[src/rtl/uart_rx.sv]
// uart_rx: 8N1 serial receiver with a two-flop input synchronizer.
// The line is sampled once per bit at the bit centre. The centre is found from
// the falling edge of the start bit. A low stop bit reports a frame error and
// then waits in BREAK until the line goes high again.
//
// Output handshake: o_rx_dv is a single-cycle valid strobe with no ready.
// The consumer must take o_rx_byte in that cycle. o_rx_byte then holds its
// value until the next good frame. o_frame_err is a single-cycle strobe and
// never coincides with o_rx_dv.
module uart_rx #(
  parameter int unsigned CLKS_PER_BIT = 217
) (
  input  logic       i_clk,
  input  logic       i_rst,
  input  logic       i_rx_serial,
  output logic       o_rx_dv,
  output logic [7:0] o_rx_byte,
  output logic       o_frame_err,
  output logic       o_busy
);

  localparam int unsigned CNT_W = $clog2(CLKS_PER_BIT);
  localparam int unsigned H     = (CLKS_PER_BIT - 1) / 2;
  // START sits in its first cycle with a count of 0, so the half-bit sample
  // happens when the count reaches H-1.
  localparam logic [CNT_W-1:0] HALF_LAST = CNT_W'(H - 1);
  localparam logic [CNT_W-1:0] BIT_LAST  = CNT_W'(CLKS_PER_BIT - 1);

  typedef enum logic [2:0] {
    IDLE  = 3'd0,
    START = 3'd1,
    DATA  = 3'd2,
    STOP  = 3'd3,
    BREAK = 3'd4
  } state_t;

  state_t           state_q, state_d;
  logic [CNT_W-1:0] cnt_q, cnt_d;
  logic [2:0]       bit_q, bit_d;
  logic [7:0]       shift_q, shift_d;
  logic [7:0]       byte_q, byte_d;
  logic             dv_q, dv_d;
  logic             ferr_q, ferr_d;
  logic             busy_q, busy_d;
  logic             rx_meta_q, rx_meta_d;
  logic             rx_s_q, rx_s_d;

  // Next-state logic: synchronizer, bit timing, framing and strobes.
  always_comb begin
    rx_meta_d = i_rx_serial;
    rx_s_d    = rx_meta_q;
    state_d   = state_q;
    cnt_d     = cnt_q + CNT_W'(1);
    bit_d     = bit_q;
    shift_d   = shift_q;
    byte_d    = byte_q;
    dv_d      = 1'b0;
    ferr_d    = 1'b0;
    case (state_q)
      IDLE: begin
        cnt_d = '0;
        bit_d = 3'd0;
        if (!rx_s_q) state_d = START;
      end
      START: begin
        if (cnt_q == HALF_LAST) begin
          cnt_d   = '0;
          state_d = rx_s_q ? IDLE : DATA;
        end
      end
      DATA: begin
        if (cnt_q == BIT_LAST) begin
          cnt_d   = '0;
          shift_d = {rx_s_q, shift_q[7:1]};
          bit_d   = bit_q + 3'd1;
          if (bit_q == 3'd7) state_d = STOP;
        end
      end
      STOP: begin
        if (cnt_q == BIT_LAST) begin
          cnt_d = '0;
          if (rx_s_q) begin
            byte_d  = shift_q;
            dv_d    = 1'b1;
            state_d = IDLE;
          end else begin
            ferr_d  = 1'b1;
            state_d = BREAK;
          end
        end
      end
      BREAK: begin
        cnt_d = '0;
        if (rx_s_q) state_d = IDLE;
      end
      default: begin
        cnt_d   = '0;
        state_d = IDLE;
      end
    endcase
    busy_d = (state_d != IDLE);
  end

  // State register; reset wins over any other event in the same cycle.
  always_ff @(posedge i_clk) begin
    if (i_rst) begin
      state_q   <= IDLE;
      cnt_q     <= '0;
      bit_q     <= 3'd0;
      shift_q   <= 8'h00;
      byte_q    <= 8'h00;
      dv_q      <= 1'b0;
      ferr_q    <= 1'b0;
      busy_q    <= 1'b0;
      rx_meta_q <= 1'b1;
      rx_s_q    <= 1'b1;
    end else begin
      state_q   <= state_d;
      cnt_q     <= cnt_d;
      bit_q     <= bit_d;
      shift_q   <= shift_d;
      byte_q    <= byte_d;
      dv_q      <= dv_d;
      ferr_q    <= ferr_d;
      busy_q    <= busy_d;
      rx_meta_q <= rx_meta_d;
      rx_s_q    <= rx_s_d;
    end
  end

  assign o_rx_dv     = dv_q;
  assign o_rx_byte   = byte_q;
  assign o_frame_err = ferr_q;
  assign o_busy      = busy_q;

endmodule
[config.mk]
export PLATFORM = sky130hd
export DESIGN_NAME = uart_rx
export DESIGN_NICKNAME = d
export VERILOG_FILES = /design/src/rtl/uart_rx.sv
export SDC_FILE = /design/constraint.sdc
export NUM_CORES = 1
export LEC_CHECK = 0
export ABC_AREA = 1
export CAP_MARGIN = 40
export CORE_MARGIN = 2
export CORE_UTILIZATION = 55
export CTS_CLUSTER_SIZE = 8
export DETAILED_ROUTE_END_ITERATION = 8
export PLACE_DENSITY = 0.86
export SLEW_MARGIN = 20
export SYNTH_ARGS = -nofsm -noshare
export SYNTH_HDL_FRONTEND = slang
export SYNTH_SLANG_ARGS = --single-unit
[constraint.sdc]
create_clock -name i_clk -period 1.9 [get_ports i_clk]
set_clock_uncertainty 0.15 [all_clocks]
set_input_delay 0.38 -clock i_clk [delete_from_list [all_inputs] [get_ports i_clk]]
set_output_delay 0.38 -clock i_clk [all_outputs]
set_load 0.005 [all_outputs]
==> reports/qor.txt <==
MaxCap Viol Count -> 0
worst rel slew slack -> 0.812
unrepaired setup endpoints after global routing -> no
clk buf depth -> 2
postcts setup bufs -> 0
CTS tree -> done
total CTS buffers -> 5
Least-Margin Pin Slew -> 0.282 ns
fmax -> 579 MHz
clock sink total -> 35
CP endpoint kind -> output port
Mapped Cells -> 191
wire per inst -> 12.1 µm
Final Cell Area -> 1710 µm²
die area -> 3140 µm²
startpoint types -> flip-flop
CP top delay family -> buffers and inverters
status -> complete, no violations
row count -> 18
CP max stage delay -> 0.50 ns
fin crit share -> 0.909
register bit total from synthesis -> 35
largest cells by area after synthesis -> dfxtp_1 47%, nor2_1 12%, nand2_1 7.1%, inv_1 3.8%, ha_1 3.4%
die width -> 56.1 µm
top cell type's share of synthesized area -> 0.470
fillers -> 201
PwrDens -> 682 nW/µm²
first-pass GRT wire length -> 5020 µm
Syn Std Cell Area -> 1490 µm²
Lkg Pwr -> 0.786 nW
share of cells above drive strength 1 -> 0.156
YS warnings -> 0
cell taking the most area after synthesis -> dfxtp_1
Remaining Overflow, GRT -> 0
DP Worst Slack -> 0.204 ns
Layout area overhead -> 14.5%
GP Congestion -> 0.838
routed vias/inst -> 5.10
Buf/Inv on CP -> 1
Nets -> 217
Sum Neg Setup Slack -> 0 ns
vias in the first global route -> 1205
final hold vios -> 0
clock tree root buffer cell -> clkbuf_4
crit-path max FO -> 2
latest clock arrival within the worst-skew pair -> 0.33 ns
Final min period -> 1.73 ns
H-Tree Depth -> 2
starting density of the core -> 0.591
Final Setup Violations -> 0
Avg Cell Area, Syn -> 7.80 µm²
Die Y -> 56.1 µm
Tot GR Track Use -> 0.205
drt pass-1 iters -> 4
critical-path cell list -> clkdlybuf4s50_1
Core Box Area -> 2520 µm²
Hold-fix buffers, CTS -> 0
n_diodes -> 0
register area -> 701 µm²
Resize count post-CTS -> 0
Peak supply drop -> 0.714 mV
CP max-delay cell -> clkdlybuf4s50_1
Multi-input gate area -> 694 µm²
I/O Pins -> 14
Data required, critical path -> 1.37 ns
post-synth net total -> 198
Worst Slack Setup Final -> 0.172 ns
sequential fraction of the synthesis area -> 0.470
WS Path Type -> flip-flop to output port
Vias -> 1228
largest net degree at the start of global routing -> 12
DR iter-0 viols -> 37
CP arrival -> 1.20 ns
final WL -> 2930 µm
placed inst area -> 1660 µm²
Post-DRT Antenna Nets -> 0
HPWL after DPL -> 2200 µm
IO Port Bufs -> 13
Cell variety after synth -> 30
initial antenna violation count -> 0
Slew Viols, Final -> 0
HP Class -> flip-flop to flip-flop
DRC viols -> 0
Worst-path clk slew -> 0.11 ns
## state kept, by name, indices dropped and copies added, names as in the netlist
register     flops
o_frame_err      1
bit_q            3
o_rx_byte        8
rx_meta_q        1
o_rx_dv          1
cnt_q            8
rx_s_q           1
shift_q          8
state_q          3
o_busy           1
## metrics by stage
stage               hold WS, ns  total power (W)  utilization  instances
finish                    0.270          0.00116        0.677        241
global route              0.280          0.00121        0.677        241
CTS                       0.272          0.00117        0.677        241
detailed placement        0.246         0.000795        0.657        233
global placement          0.241         0.000794        0.657        233
floorplan                 0.239         0.000781            -        191
## Yosys cell counts (all sizes together)
cell type  count
nor2          54
dfxtp         35
nand2         32
inv           19
o21ai         18
nor3           5
a21oi          4
ha             4
nand3          4
xor2           4
buf            3
or2            3
nand4          2
clkbuf         1
nand3b         1
o21bai         1
xnor2          1
## path summary, 6_finish.rpt
kind                             start             endpoint  slack, ns  depth (start not counted)
max reg2reg        cnt_q[0]$_SDFF_PP0_  cnt_q[2]$_SDFF_PP0_       0.25                          9
min reg2reg       rx_meta_q$_SDFF_PP1_    rx_s_q$_SDFF_PP1_       0.27                          1
min               rx_meta_q$_SDFF_PP1_    rx_s_q$_SDFF_PP1_       0.27                          1
max          o_rx_byte[7]$_SDFFE_PP0P_         o_rx_byte[7]       0.17                          1
## metal layers
layer | GRT usage | up-vias | wire [µm]
li1 | - | 638 | -
met1 | 0.239 | 566 | 1350
met2 | 0.345 | 18 | 1430
met3 | 0.0698 | 6 | 92
met4 | 0.0782 | 0 | 53
met5 | 0 | - | 0
## placed cells by master, fill, tap and decap left out, types with 2 or more instances in the layout
cell and instances:
nor2_1 48, dfxtp_1 35, nand2_1 28, inv_1 15
clkdlybuf4s50_1 13, o21ai_0 10, o21ai_1 6, clkbuf_4 5
inv_2 4, nor3_1 4, xor2_1 4, ha_1 4
nand2_2 3, nor2_4 3, nor2_2 3, or2_2 3
nand3_1 3, buf_4 3, a21oi_1 2, o21ai_2 2
a21oi_2 2, clkbuf_1 2
## kinds of logic (layout without fill, tap and decap cells)
group / Yosys count / in the layout / share of synthesized area
xor gates and xnor gates: 5 / 5 / 0.0294
buffers and inverters: 23 / 43 / 0.0638
AOI/OAI and AO/OA: 23 / 23 / 0.0890
and+or+nand+nor: 101 / 101 / 0.314
DFF: 35 / 35 / 0.470
adders and majority gates: 4 / 4 / 0.0336
## power breakdown
group,internal (W),switching [W]
clock,0.000144,0.000241
sequential,0.000738,0.00000252
combinational,0.0000160,0.0000223
total,0.000898,0.000266
## layout make-up
| cell class | count | area share |
|---|---|---|
| Sequential cell | 35 | 0.411 |
| Multi-Input combinational cell | 133 | 0.407 |
| Timing Repair Buffer | 16 | 0.0894 |
| Inverter | 19 | 0.0418 |
| Clock buffer | 7 | 0.0264 |
| Tap cell | 30 | 0.0220 |
| Clock inverter | 1 | 0.00293 |
(Power assumes the default switching activity.)
==> RTL change 1 (same flow settings) <==
`shift_q` no longer has a reset.
--- a/src/rtl/uart_rx.sv
+++ b/src/rtl/uart_rx.sv
@@ -108,5 +108,4 @@
       cnt_q     <= '0;
       bit_q     <= 3'd0;
-      shift_q   <= 8'h00;
       byte_q    <= 8'h00;
       dv_q      <= 1'b0;
@@ -119,5 +118,4 @@
       cnt_q     <= cnt_d;
       bit_q     <= bit_d;
-      shift_q   <= shift_d;
       byte_q    <= byte_d;
       dv_q      <= dv_d;
@@ -129,4 +127,8 @@
   end
 
+  always_ff @(posedge i_clk) begin
+    shift_q <= shift_d;
+  end
+
   assign o_rx_dv     = dv_q;
   assign o_rx_byte   = byte_q;
Function: same outputs for any inputs over 10 cycles, from zero or initial values and one cycle with i_rst high; that may be too few to reach the edited logic, so the function may still have changed.
==> RTL change 1 against the unedited design <==
Worst setup slack better by 0.0093 ns; sequential cell count did not move; largest power group unchanged; core utilization decreased by 0.083 points; routed wire length down 8.5%; power down 0.31%; area after synthesis decreased by 2.8%; critical path type unchanged; sequential power grew 3.5%; clock power is 8.1% lower; synthesized cell count shrank 14%; cell area decreased by 1.9%.
==> RTL change 1: results (changes against the unedited design) <==
| Metric | Value |
|---|---|
| Outcome | `completed` |
| Vias in the first global route | `1128 (-6.4%)` |
| Post-synthesis adder-cell area fraction | `0.03454 (+0.0009571)` |
| Total leakage power | `0.6539 nW (-17%)` |
| Antenna cells | `0 (unchanged)` |
| Most instantiated cells after synthesis | `nor2_1, dfxtp_1, nand2_1, inv_1, edfxtp_1` |
| Largest net degree at the start of global routing | `13 (+1)` |
| Final HPWL DP | `1990 um (-9.4%)` |
| Compound-Gate Fraction of Synth Area | `0.05527 (-0.03373)` |
| Post-placement cell area | `1628 um2 (-1.7%)` |
| Top FF cell, synth | `dfxtp_1` |
| Port Buffers | `13 (unchanged)` |
| Share of cells above drive strength 1 | `0.1505 (-0.005860)` |
| RD Place Congestion | `0.8199 (-2.1%)` |
| Maximum VDD drop | `600.6 uV (-16%)` |
| Post-Synth XOR/XNOR Area | `0.03022 (+0.0008375)` |
| Clock Path Buffers | `2 (unchanged)` |
| Met3 GRT Util | `0.07963 (+0.009858)` |
| Post-CTS Resized | `0 (unchanged)` |
| Top cells by area, synth | `dfxtp_1, edfxtp_1, nor2_1` |
| Sequential-to-total area share from yosys stat | `0.5389 (+0.06867)` |
| Nets@finish | `193 (-11%)` |
| CP max FO | `2 (unchanged)` |
| Async SR Flop Fraction | `0 (unchanged)` |
| Detailed Routing Iterations Pass 1 | `4 (unchanged)` |
| Netlist cell types | `27 (-10%)` |
| Max incr delay on CP | `0.50 ns (about the same)` |
| Post-Place Setup Slack | `0.1302 ns (-0.07370 ns)` |
| Drt wl/cell | `12.39 um (+2.0%)` |
| Clock transition at the registers of the reported paths | `0.09 ns (-0.02 ns)` |
| Routing usage on met1 | `0.1762 (-0.06286)` |
| Mux cell area share after synthesis | `0 (unchanged)` |
| GRT Util Overall | `0.1869 (-0.01781)` |
| Final Hold Fails | `0 (unchanged)` |
| CP top delay family | `buffers and inverters` |
| Worst hold path type | `flop to flop` |
| Depth of the CTS H-tree | `2 (unchanged)` |
| Relative slew slack | `0.8259 (+0.01426)` |
| Initial antenna violation count | `0 (unchanged)` |
| Fill cells | `224 (+11%)` |
| Via/cell ratio | `5.037 (-1.1%)` |
| Global-route wire length before repair | `4478 um (-11%)` |
| Clk Latency, worst-skew pair | `0.33 ns (about the same)` |
| Post CTS Setup Buffer Count | `0 (unchanged)` |
| Num CTS Buffers | `5 (unchanged)` |
| Synth warn | `0 (unchanged)` |
| Remaining DRCs | `0 (unchanged)` |
| Net count after synthesis | `172 (-13%)` |
| Number of DRC markers in iteration 0 | `27 (-27%)` |
| Post-synth EDFFs | `8 (+8)` |
| Crit-path slowest cell | `clkdlybuf4s50_1` |
| Root buffer cell | `clkbuf_4` |
| Met2 Use GR | `0.3299 (-0.01461)` |
-- RTL change 1: cell count changes after synthesis, moves of 2 or more --
cell / delta
nor2_4: -2
inv_1: -2
dfxtp_1: -8
nor3_1: -2
edfxtp_1: +8
o21ai_0: -4
nand2_1: -7
a21oi_2: -2
-- RTL change 1: stage by stage --
stage,utilization,power [mW],cells
floorplan,-,0.8074,165
global placement,0.6571,0.8210,209
detailed placement,0.6571,0.8229,209
CTS,0.6758,1.168,216
global route,0.6758,1.202,216
finish,0.6758,1.160,216
-- RTL change 1: routing by layer --
| layer | part of all wire | up-vias |
|---|---|---|
| met5 | 0 | - |
| met4 | 0.034 | 0 |
| met3 | 0.043 | 11 |
| met2 | 0.51 | 19 |
| met1 | 0.41 | 494 |
| li1 | - | 564 |
-- RTL change 1: kinds of logic after synthesis --
| family | Yosys count |
|---|---|
| compound gates | 14 |
| xor+xnor | 5 |
| fa+ha+maj | 4 |
| buf+inv | 18 |
| flops | 35 |
| simple gates | 89 |
-- RTL change 1: layout make-up --
type                    instances  area [um2]  share of cell area
multi-input cells             112       598.1              0.3572
clock buffers                   5       37.54             0.02242
clock inverters                 2       8.758            0.005232
inverters                      17       66.31             0.03961
repair buffers                 15       145.1             0.08670
flip-flops and latches         35       780.7              0.4664
well taps                      30       37.54             0.02242
-- RTL change 1: worst paths after layout --
check	cells past startpoint	slack (ns)	start	endpoint
max	1	0.18	o_rx_byte[7]	o_rx_byte[7]
max reg2reg	7	0.19	cnt_q[0]	shift_q[6]
min reg2reg	1	0.28	rx_meta_q	rx_s_q
min	1	0.28	rx_meta_q	rx_s_q
-- RTL change 1: power breakdown --
| group | internal [mW] | total, mW | switching (mW) |
|---|---|---|---|
| sequential | 0.763 | 0.767 | 0.00372 |
| combinational | 0.0166 | 0.0394 | 0.0228 |
| clock | 0.131 | 0.354 | 0.223 |
| total | 0.910 | 1.16 | 0.250 |
==> RTL change 2 (same settings) <==
Without the edit above. The parameter `CLKS_PER_BIT` goes from 217 to 434.
--- a/src/rtl/uart_rx.sv
+++ b/src/rtl/uart_rx.sv
@@ -9,5 +9,5 @@
 // never coincides with o_rx_dv.
 module uart_rx #(
-  parameter int unsigned CLKS_PER_BIT = 217
+  parameter int unsigned CLKS_PER_BIT = 434
 ) (
   input  logic       i_clk,
Formal check against the unedited RTL: same outputs for any inputs over 10 cycles, from zero or initial values and one cycle with i_rst high; that may be too few to reach the edited logic, so the function may still have changed.
==> RTL change 2 against the unedited design <==
First-iteration DRC count fell by 24%; non-clock buffer count shrank 1; area after synthesis increased by 7.3%; power up 5.3%; sequential cell count increased by 1; worst setup slack is essentially flat; cell area grew 6.5%; routed wire length down 5.3%; sequential power up 3%.
==> RTL change 2: results (changes against the unedited design) <==
| Metric | Value |
|---|---|
| Final HPWL DP | `1934 um (-12%)` |
| Post-Place Setup Slack | `0.2673 ns (+0.06337 ns)` |
| Non-clk buf share | `0.07989 (-0.009553)` |
| GRT Util Overall | `0.1946 (-0.01018)` |
| Maximum VDD drop | `687.9 uV (-3.7%)` |
| R2R setup slack | `0.25 ns (about the same)` |
| Relative slew slack | `0.8187 (+0.007066)` |
| Detailed Routing Iterations Pass 1 | `4 (unchanged)` |
| Global-route wire length before repair | `5009 um (-0.14%)` |
| Reg-to-Reg Start | `cnt_q[0]` |
| Top cells by area, synth | `dfxtp_1, nor2_1, nand2_1` |
| Compound-Gate Fraction of Synth Area | `0.09546 (+0.006461)` |
| Crit path to | `o_rx_byte[7]` |
| Critical path arrival | `1.20 ns (about the same)` |
| Nets@finish | `219 (+0.92%)` |
| Multi-input gate area | `774.5 um2 (+12%)` |
| Synth warn | `0 (unchanged)` |
| Outcome | `completed` |
| Net count after synthesis | `200 (+1.0%)` |
| Non-Clock Buffer Count | `15 (-1)` |
| Clock transition at the registers of the reported paths | `0.11 ns (about the same)` |
| Fraction of area in registers | `0.3967 (-0.01386)` |
| Seq_cells | `36 (+2.9%)` |
| Fin crit share | `0.9097 (about the same)` |
| Share of cells above drive strength 1 | `0.2207 (+0.06426)` |
| Layout clock area frac | `0.03375 (+0.004421)` |
| Fill cells | `223 (+11%)` |
| Depth of the CTS H-tree | `2 (unchanged)` |
| Non-clock inverter count in the final layout | `20 (+1)` |
| Most instantiated cells after synthesis | `nor2_1, dfxtp_1, nand2_1, inv_1, nand2_2` |
| Post-Synth XOR/XNOR Area | `0.03286 (+0.003477)` |
| Hold path startpoint | `rx_meta_q` |
| #MultiIn Comb | `134 (+0.75%)` |
| R2R cell count | `7 (-2)` |
| Number of DRC markers in iteration 0 | `28 (-24%)` |
| Largest net degree at the start of global routing | `15 (+3)` |
| Drt wl/cell | `11.36 um (-6.4%)` |
| RD Place Congestion | `0.7603 (-9.2%)` |
| Root buffer cell | `clkbuf_4` |
| CP max FO | `2 (unchanged)` |
| Sequential-to-total area share from yosys stat | `0.4507 (-0.01949)` |
| Post-synthesis adder-cell area fraction | `0.03130 (-0.002286)` |
| RR Endpoint | `bit_q[0]` |
| Hold path depth | `1 (unchanged)` |
| Total leakage power | `0.7925 nW (+0.84%)` |
| Async SR Flop Fraction | `0 (unchanged)` |
| Netlist cell types | `29 (-3.3%)` |
| Clkbuf count | `6 (-1)` |
| Routed vias | `1211 (-1.4%)` |
[RTL change 2: per-stage QoR]
stage                     hold WS, ns  cells    util  area [um2]
final                          0.2787    244  0.6588        1817
after global routing           0.2944    244  0.6588        1817
after CTS                      0.2833    244  0.6588        1817
after detailed placement       0.2542    236  0.6366        1755
after global placement         0.2576    236  0.6366        1755
after floorplan                0.2395    193       -        1599
[RTL change 2: power breakdown]
| group | leakage, nW | total, mW | internal [mW] | switching, mW |
|---|---|---|---|---|
| clock | 0.0380 | 0.435 | 0.176 | 0.259 |
| sequential | 0.290 | 0.760 | 0.757 | 0.00221 |
| combinational | 0.464 | 0.0304 | 0.0118 | 0.0185 |
| total | 0.793 | 1.23 | 0.946 | 0.280 |
[RTL change 2: metal layers]
layer	global-route usage	up-vias	part of all wire
li1	-	637	-
met1	0.2408	549	0.49
met2	0.3166	18	0.45
met3	0.05580	7	0.038
met4	0.08306	0	0.019
met5	0	-	0
